### src/rtl/digit_scanner_pkg.sv
// Shared constants and helpers for the digit_scanner block: scan state
// encodings, code width and a counter-width helper.
package digit_scanner_pkg;

   // Scan phase encoding: blanking gap first, then the driven part of the slot.
   localparam logic [0:0] ST_BLANK = 1'b0;
   localparam logic [0:0] ST_DRIVE = 1'b1;

   // Width of one display code handed to the segment decoder.
   localparam int CODE_W = 4;

   // Counter width for a range of n values, never narrower than one bit.
   function automatic int min1_clog2(input int n);
      int w;
      w = $clog2(n);
      if (w < 1) begin
         return 1;
      end else begin
         return w;
      end
   endfunction

endpackage

### src/rtl/digit_scanner_scan_timer.sv
// Slot timer for the digit scanner. Counts the cycles of one digit slot,
// splitting it into a leading blanking gap and a driven part, and flags
// the last cycle of the slot.
module scan_timer
   import digit_scanner_pkg::*;
#(
   parameter  int SCAN_DIV     = 50000,
   parameter  int BLANK_CYCLES = 16,
   localparam int CNT_W        = min1_clog2(SCAN_DIV)
) (
   input  logic clk,
   input  logic rst,
   output logic slot_end,
   output logic in_drive
);

   localparam logic [CNT_W-1:0] BLANK_LAST = CNT_W'(BLANK_CYCLES - 1);
   localparam logic [CNT_W-1:0] SLOT_LAST  = CNT_W'(SCAN_DIV - 1);

   logic [0:0]       state;
   logic [CNT_W-1:0] cnt;

   // Advance the slot counter and switch between blanking and driving.
   always_ff @(posedge clk or posedge rst) begin
      if (rst) begin
         state <= ST_BLANK;
         cnt   <= {CNT_W{1'b0}};
      end else begin
         case (state)
            ST_BLANK: begin
               cnt <= cnt + CNT_W'(1);
               if (cnt == BLANK_LAST) begin
                  state <= ST_DRIVE;
               end else begin
                  state <= ST_BLANK;
               end
            end
            ST_DRIVE: begin
               if (cnt == SLOT_LAST) begin
                  cnt   <= {CNT_W{1'b0}};
                  state <= ST_BLANK;
               end else begin
                  cnt   <= cnt + CNT_W'(1);
                  state <= ST_DRIVE;
               end
            end
            default: begin
               cnt   <= {CNT_W{1'b0}};
               state <= ST_BLANK;
            end
         endcase
      end
   end

   // Phase and end-of-slot flags decoded from the registered state only.
   always_comb begin
      in_drive = (state == ST_DRIVE);
      slot_end = (state == ST_DRIVE) && (cnt == SLOT_LAST);
   end

endmodule

### src/rtl/digit_scanner.sv
// Time-multiplexed scan controller for a bank of 7-segment digits.
// Accepts a packed word of 4-bit codes over valid/ready into a one-entry
// pending buffer; the word becomes the displayed word only at a frame
// boundary so a frame never shows a mix of old and new digits.
module digit_scanner
   import digit_scanner_pkg::*;
#(
   parameter  int NUM_DIGITS   = 4,
   parameter  int SCAN_DIV     = 50000,
   parameter  int BLANK_CYCLES = 16,
   localparam int IDX_W        = min1_clog2(NUM_DIGITS),
   localparam int WORD_W       = CODE_W * NUM_DIGITS
) (
   input  logic                  clk,
   input  logic                  rst,
   input  logic                  load_valid,
   output logic                  load_ready,
   input  logic [WORD_W-1:0]     load_data,
   output logic [CODE_W-1:0]     digit,
   output logic [NUM_DIGITS-1:0] digit_en,
   output logic [IDX_W-1:0]      digit_idx
);

   localparam logic [IDX_W-1:0] IDX_LAST = IDX_W'(NUM_DIGITS - 1);

   logic              slot_end;
   logic              in_drive;
   logic [IDX_W-1:0]  idx;
   logic [WORD_W-1:0] active;
   logic [WORD_W-1:0] pending;
   logic              pending_full;
   logic              frame_end;
   logic              accept;

   scan_timer #(
      .SCAN_DIV     (SCAN_DIV),
      .BLANK_CYCLES (BLANK_CYCLES)
   ) u_scan_timer (
      .clk      (clk),
      .rst      (rst),
      .slot_end (slot_end),
      .in_drive (in_drive)
   );

   // Handshake and frame-boundary decode. Ready is forced low during reset
   // so nothing is accepted while the block is being cleared.
   always_comb begin
      load_ready = !pending_full && !rst;
      accept     = load_valid && load_ready;
      frame_end  = slot_end && (idx == IDX_LAST);
   end

   // Step to the next position at the end of every slot, wrapping after the last.
   always_ff @(posedge clk or posedge rst) begin
      if (rst) begin
         idx <= {IDX_W{1'b0}};
      end else if (slot_end) begin
         if (idx == IDX_LAST) begin
            idx <= {IDX_W{1'b0}};
         end else begin
            idx <= idx + IDX_W'(1);
         end
      end else begin
         idx <= idx;
      end
   end

   // Double buffer: capture offered words, promote them only at a frame boundary.
   // A capture and a promotion never coincide because ready is low while full.
   always_ff @(posedge clk or posedge rst) begin
      if (rst) begin
         active       <= {WORD_W{1'b0}};
         pending      <= {WORD_W{1'b0}};
         pending_full <= 1'b0;
      end else if (frame_end && pending_full) begin
         active       <= pending;
         pending      <= pending;
         pending_full <= 1'b0;
      end else if (accept) begin
         active       <= active;
         pending      <= load_data;
         pending_full <= 1'b1;
      end else begin
         active       <= active;
         pending      <= pending;
         pending_full <= pending_full;
      end
   end

   // Display outputs from registers only: the code of the current position
   // and its enable, which stays off for the blanking part of the slot.
   always_comb begin
      digit     = {CODE_W{1'b0}};
      digit_en  = {NUM_DIGITS{1'b0}};
      digit_idx = idx;
      for (int i = 0; i < NUM_DIGITS; i++) begin
         digit       = digit | ({CODE_W{idx == IDX_W'(i)}} & active[CODE_W*i +: CODE_W]);
         digit_en[i] = in_drive && (idx == IDX_W'(i));
      end
   end

endmodule

### config.mk
export PLATFORM = sky130hd
export DESIGN_NAME = digit_scanner
export DESIGN_NICKNAME = d
export VERILOG_FILES = /design/src/rtl/digit_scanner_pkg.sv /design/src/rtl/digit_scanner_scan_timer.sv /design/src/rtl/digit_scanner.sv
export SDC_FILE = /design/constraint.sdc
export NUM_CORES = 1
export LEC_CHECK = 0
export BUFFER_PORTS_ARGS = -buffer_cell sky130_fd_sc_hd__buf_2
export CAP_MARGIN = 10
export CORE_ASPECT_RATIO = 0.8
export CORE_MARGIN = 2
export CORE_UTILIZATION = 60
export CTS_CLUSTER_DIAMETER = 40
export CTS_CLUSTER_SIZE = 30
export DETAILED_ROUTE_END_ITERATION = 12
export GPL_ROUTABILITY_DRIVEN = 0
export PLACE_DENSITY = 0.82
export SKIP_LAST_GASP = 1
export SLEW_MARGIN = 0
export SYNTH_ARGS = -nofsm -noshare
export SYNTH_HDL_FRONTEND = slang
export SYNTH_HIERARCHICAL = 1
export SYNTH_SLANG_ARGS = --single-unit
### constraint.sdc
create_clock -name clk -period 5 [get_ports clk]
set_input_delay 0.25 -clock clk [delete_from_list [all_inputs] [get_ports clk]]
set_output_delay 0.25 -clock clk [all_outputs]
set_load 0.005 [all_outputs]
==> results.py, run 1 <==
metrics = {
    "sta": {
        "max_slew_margin": 0.411,
        "setup_viol": 0,
        "slew_viol_final": 0,
        "fin_skew_ns": 0.00984,
        "hold_violations": 0,
        "grt_setup_unrepaired": "false",
        "worstMarginPinSlew_ns": 0.882,
        "finalCritPeriodShare": 0.457,
        "clock.fmax_mhz": 438,
        "fin_crit_ns": 2.28,
        "tns_ns": 0,
    },
    "route": {
        "routed_wl_mm": 4.18,
        "ant_nets": 0,
        "drt-wirelength-per-cell_um": 16.2,
        "drc": 0,
        "firstDrtPassIters": 4,
        "vias_per_cell": 5.67,
        "drt_iter0_markers": 127,
        "num_vias": 1463,
    },
    "global_route": {
        "met3_usage": 0.0527,
        "grtUsageMet2": 0.338,
        "grt_pass1_vias": 1451,
        "antenna_found_initial": 0,
        "use_met1": 0.286,
        "grt_pass1_wl_mm": 6.82,
        "top_usage_layer": "met2",
        "grt_start_max_net_pins": 36,
        "grt-ovfl-total": 0,
        "grt_usage": 0.212,
    },
    "finish": {
        "drive_gt1_frac": 0.341,
        "fillers": 280,
        "nets": 237,
        "design_area_mm2": 0.00255,
        "area_growth_pct": 12.0,
        "antenna_cells": 0,
        "fin_cells": 258,
    },
    "power_and_ir_drop": {
        "p_int_w": 0.000658,
        "irDropWorstVdd_mv": 0.231,
        "p_switching_w": 0.000196,
        "netSwitchingFraction": 0.230,
        "seq_power_share": 0.618,
        "pwr-share-clk": 0.279,
        "powerDensity_mw_per_mm2": 335,
        "p_leak_nw": 1.24,
        "p_comb_frac": 0.104,
    },
    "logic_synthesis": {
        "yosys.area.top_type": "dfrtp_1",
        "synth_mux_area_frac": 0.158,
        "avgSynthCellArea_um2": 12.8,
        "synth_cell_type_count": 27,
        "syn_area_mm2": 0.00228,
        "ys_seq_elements": 52,
        "synth_seq_area_share": 0.571,
        "synth_adder_area_share": 0.0274,
        "synth_area_leaders": "dfrtp_1 57%, mux2_2 16%, xnor2_1 3.1%",
        "netlist.area_leader.share": 0.571,
        "synth_nets": 202,
        "yosys.area_share.simple": 0.130,
        "synth_compound_area_frac": 0.0362,
        "synth_top_family_by_area": "multiplexers",
        "ys.warnings.count": 6,
        "synth_xor_area_frac": 0.0538,
        "synth_cells": 178,
    },
    "worst_setup_path": {
        "crit_arrival_ns": 2.46,
        "rr_worst_depth": 5,
        "end_kind": "flip-flop",
        "cp.required_ns": 5.18,
        "critPathMaxFanout": 17,
        "startpoint_type": "flip-flop",
        "crit_type": "reg2reg",
    },
    "clock_tree": {
        "clkSlewWorstSetupHoldPaths_ns": 0.09,
        "post_cts_buffers": 0,
        "numCtsBuffers": 5,
        "cts.path.max_buffers": 2,
        "cts-resized-gates": 0,
        "cts_hold_buf": 0,
        "clk-insertion-delay-late_ns": 0.29,
        "clockRootBuffer": "clkbuf_8",
        "clock_sinks": 52,
        "htreeDepth": 2,
        "cts_tree": "done",
    },
    "floorplan": {
        "fp.dieW_um": 72.9,
        "start_util": 0.611,
        "num_rows": 20,
        "die_h_um": 59.1,
        "fp.coreArea_mm2": 0.00373,
        "pin_count": 30,
        "dieArea_mm2": 0.00431,
    },
    "min_path": {
        "min_path_type": "in2async",
    },
    "run_status": {
        "status": "finished clean",
    },
    "placement": {
        "dp.cells": 250,
        "hpwlAfterDp_mm": 3.11,
        "dpl_cell_area_mm2": 0.00246,
        "io_buffers": 29,
    },
    "flow_run": {
        "maxCapViolCount": 0,
    },
}
power groups by stage:
stage / sequential [W] / clock [W] / combinational [W]
after floorplan: 0.000518 / 0 / 0.0000710
after global placement: 0.000532 / 0 / 0.0000822
after detailed placement: 0.000538 / 0 / 0.0000912
after CTS: 0.000529 / 0.000241 / 0.0000912
after global routing: 0.000534 / 0.000259 / 0.0000985
final: 0.000528 / 0.000238 / 0.0000885
Yosys cell counts:
cell type	n
nor3_1	6
or4_1	2
a21oi_1	1
nor3b_4	1
buf_6	1
ha_1	5
nor3_2	1
o21a_1	1
clkbuf_8	1
dfrtp_1	52
o21ai_0	2
and3_1	1
xnor2_1	8
nand4_1	3
a22oi_1	8
and2_1	4
nor4_1	4
or3b_2	1
nand2_1	7
nor2_1	12
nand3_1	8
mux2_2	32
xor2_1	6
inv_1	8
nor2b_1	1
nand3_2	1
and4_2	1
routing by layer:
layer,part of all wire,up-vias
met5,0,-
met4,0.013,0
met3,0.047,6
met2,0.47,47
met1,0.46,713
li1,-,697
cell families (layout without fill, tap and decap cells):
kind of cell / count (synthesis) / count (layout)
simple gates: 53 / 53
flops: 52 / 52
mux: 32 / 32
xor+xnor: 14 / 14
compound gates: 12 / 12
buf+inv: 10 / 46
fa+ha+maj: 5 / 5
placed cells by master, fill, tap and decap left out, drive strengths merged, types with 2 or more instances in the layout:
cell type,count
dfrtp,52
mux2,32
buf,30
nor2,12
nand3,9
inv,8
a22oi,8
xnor2,8
clkbuf,8
nand2,7
nor3,7
xor2,6
ha,5
and2,4
nor4,4
nand4,3
o21ai,2
or4,2
state kept, by name (all words and copies together) (netlist names):
name and flops:
digit_idx 2, u_scan_timer/in_drive 1, pending 16, pending_full 1, active 16, u_scan_timer/cnt 16
worst max-delay path, stage by stage, from the launching register on:
cell     delay, ns
dfrtp_1       0.39
ha_1          0.22
nand3_1       0.24
nor3_1        0.48
nand3_2       0.43
mux2_2        0.41
final timing paths:
path	from	end	slack, ns
setup / recovery	u_scan_timer/cnt[0]$_DFF_PP0_	active[13]$_DFFE_PP0N_	2.72
hold / removal	rst	u_scan_timer/cnt[2]$_DFF_PP0_	0.07
setup reg to reg	u_scan_timer/cnt[0]$_DFF_PP0_	active[13]$_DFFE_PP0N_	2.72
hold reg to reg	u_scan_timer/cnt[0]$_DFF_PP0_	u_scan_timer/cnt[0]$_DFF_PP0_	0.50
max in group asynchronous	rst	u_scan_timer/cnt[14]$_DFF_PP0_	4.52
min in group clk	load_data[1]	pending[1]$_DFFE_PP0P_	0.18
cell type report:
cell class	count	area (µm²)	area share
multi-input combinational	116	923	0.362
inverter	8	30.0	0.0118
tap	44	55.1	0.0216
sequential	52	1300	0.510
clock buffer	8	90.1	0.0353
timing repair buffer	30	153	0.0598
through the flow:
step           utilization  setup slack [ns]  power (W)  hold slack (ns)
2_1_floorplan            -              3.03   0.000589            0.176
3_3_place_gp         0.660              2.83   0.000614            0.394
3_5_place_dp         0.660              2.69   0.000630            0.409
4_1_cts              0.685              2.69   0.000862           0.0905
5_1_grt              0.685              2.41   0.000892            0.115
6_report             0.685              2.72   0.000854           0.0662
Note: power is estimated with default switching activity, not from simulation.
==> run 2: changes to the inputs <==
- CORE_UTILIZATION: 60 -> 51
- PLACE_DENSITY: 0.82 -> 0.75
- clock period: 5 -> 1.9 ns (I/O delays scaled with it)
==> run 2 against run 1 <==
  * Die area up 17%
  * Clock power rose to 3.6 times the previous value
  * Critical path type unchanged
  * Final area up 5.3%
  * Sequential power rose to 2.6 times the previous value
  * Non-clock buffer count up 9
  * Register-to-register slack worse by 2.6 ns
  * First-iteration DRC count down 32%
==> results.py, run 2 (synthesized netlist as in run 1, its figures left out) <==
metrics = {
    "worst_setup_path": {
        "startpoint_type": "flip-flop",
        "critPathMaxFanout": 4,
        "max_stage_delay_ns": 0.44,
        "cp_cell_sequence": "nor4_2 -> nand2_1 -> nor3_2 -> buf_4 -> or3b_2 -> o21ai_0",
        "crit_type": "reg2reg",
        "r2r_slack_ns": 0.15,
        "rr_startpoint": "u_scan_timer/cnt[5]$_DFF_PP0_",
        "critPathSlowestCell": "dfrtp_1",
        "rr_endpoint": "digit_idx[0]$_DFFE_PP0P_",
        "crit_arrival_ns": 1.98,
        "end_kind": "flip-flop",
        "crit_buf_inv": 1,
        "cp.required_ns": 2.13,
        "rr_worst_depth": 6,
        "crit_family": "simple AND/OR/NAND/NOR gates",
    },
    "floorplan": {
        "pin_count": 30,
        "num_rows": 21,
        "fp.coreArea_mm2": 0.00423,
        "start_util": 0.539,
        "fp.dieW_um": 78.8,
        "die_h_um": 63.8,
        "dieArea_mm2": 0.00502,
    },
    "route": {
        "num_vias": 1455,
        "routed_wl_mm": 3.87,
        "drt-wirelength-per-cell_um": 13.9,
        "vias_per_cell": 5.22,
        "ant_nets": 0,
        "drt_iter0_markers": 86,
        "drc": 0,
        "firstDrtPassIters": 4,
    },
    "global_route": {
        "grt_usage": 0.177,
        "antenna_found_initial": 0,
        "grt-ovfl-total": 0,
        "grt_start_max_net_pins": 36,
        "grt_pass1_vias": 1437,
        "grt_pass1_wl_mm": 6.79,
    },
    "clock_tree": {
        "post_cts_buffers": 0,
        "cts_tree": "done",
        "numCtsBuffers": 5,
        "htreeDepth": 2,
        "clock_sinks": 52,
        "clockRootBuffer": "clkbuf_8",
        "cts.path.max_buffers": 2,
        "clkSlewWorstSetupHoldPaths_ns": 0.09,
        "clk-insertion-delay-late_ns": 0.30,
    },
    "sta": {
        "fin_crit_ns": 1.75,
        "clock.fmax_mhz": 570,
        "worstMarginPinSlew_ns": 0.637,
        "fin_skew_ns": 0.00909,
        "max_slew_margin": 0.575,
        "grt_setup_unrepaired": "false",
        "setup_viol": 0,
        "finalCritPeriodShare": 0.923,
        "hold_violations": 0,
        "slew_viol_final": 0,
        "tns_ns": 0,
    },
    "finish": {
        "nets": 246,
        "most-common-layout-cells": "52 x dfrtp_1, 32 x mux2_2, 29 x buf_2",
        "drive_gt1_frac": 0.378,
        "antenna_cells": 0,
        "layout_commonest_cell": "dfrtp_1",
        "fin_cells": 279,
        "area_growth_pct": 17.9,
        "reg_top3": "active: 16 flops, pending: 16 flops, u_scan_timer/cnt: 16 flops",
        "final_core_util": 0.636,
    },
    "min_path": {
        "hp-start": "load_data[7]",
        "min_path_cells": 2,
        "min_path_type": "in2reg",
        "holdPathEnd": "pending[7]$_DFFE_PP0P_",
    },
    "power_and_ir_drop": {
        "powerDensity_mw_per_mm2": 915,
        "p_leak_nw": 1.31,
        "irDropWorstVdd_mv": 0.501,
    },
    "flow_run": {
        "maxCapViolCount": 0,
    },
    "placement": {
        "dp.cells": 271,
        "hpwlAfterDp_mm": 2.87,
        "io_buffers": 29,
    },
    "run_status": {
        "status": "finished clean",
    },
}
## run 2: changes by cell type in the layout (fill, tap and decap cells not counted), sizes merged
| cell | before | now |
|---|---|---|
| bufinv | 0 | 2 |
| clkbuf | 8 | 5 |
| dlygate4sd3 | 0 | 1 |
| buf | 30 | 38 |
## run 2: per-layer routing
layer  vias to the layer above  wire length, µm  global-route usage  share of wire
li1                        710                -                   -              -
met1                       708             2070               0.279           0.54
met2                        32             1540               0.231           0.40
met5                         -                0                   0              0
met4                         0               46              0.0592          0.012
met3                         5              207              0.0508          0.053
## run 2: worst max path at each step
| stage | slack [ns] | end | cells after the start | start |
|---|---|---|---|---|
| floorplan | 0.04 | active[0]$_DFFE_PP0N_ | 6 | u_scan_timer/cnt[0]$_DFF_PP0_ |
| global placement | 0.18 | digit_idx[0]$_DFFE_PP0P_ | 6 | u_scan_timer/cnt[5]$_DFF_PP0_ |
| detailed placement | 0.15 | digit_idx[0]$_DFFE_PP0P_ | 6 | u_scan_timer/cnt[5]$_DFF_PP0_ |
| CTS | 0.13 | digit_idx[0]$_DFFE_PP0P_ | 6 | u_scan_timer/cnt[5]$_DFF_PP0_ |
| global route | 0.02 | active[0]$_DFFE_PP0N_ | 6 | u_scan_timer/cnt[5]$_DFF_PP0_ |
| finish | 0.15 | digit_idx[0]$_DFFE_PP0P_ | 6 | u_scan_timer/cnt[5]$_DFF_PP0_ |
## run 2: what timing repair did
| item | CTS | global route |
|---|---|---|
| hold buffers | 1 | 0 |
| endpoints found under the hold margin | 52 | 0 |
| gates resized for setup | 0 | 1 |
| setup endpoints to repair | 0 | 17 |
## run 2: per-stage QoR
stage | hold WS, ns | setup slack, ns | instance area, µm² | total power [W]
floorplan | 0.0211 | 0.0367 | 2280 | 0.00155
global placement | 0.256 | 0.178 | 2540 | 0.00162
detailed placement | 0.255 | 0.149 | 2540 | 0.00163
CTS | 0.0125 | 0.129 | 2680 | 0.00249
global route | 0.00330 | 0.0192 | 2690 | 0.00259
finish | 0.0191 | 0.146 | 2690 | 0.00246
## run 2: cell type report
| type | count | area [µm²] |
|---|---|---|
| fillers | 330 | 1540 |
| repair buffers | 39 | 223 |
| flip-flops and latches | 52 | 1300 |
| inverters | 8 | 30.0 |
| well taps | 57 | 71.3 |
| multi-input cells | 116 | 935 |
| clock inverters | 2 | 60.1 |
| clock buffers | 5 | 68.8 |
## run 2: power by group
| part | internal [W] | total, W | switching, W |
|---|---|---|---|
| logic | 0.000154 | 0.000228 | 0.0000749 |
| clock network | 0.000518 | 0.000856 | 0.000338 |
| registers | 0.00128 | 0.00138 | 0.0000939 |
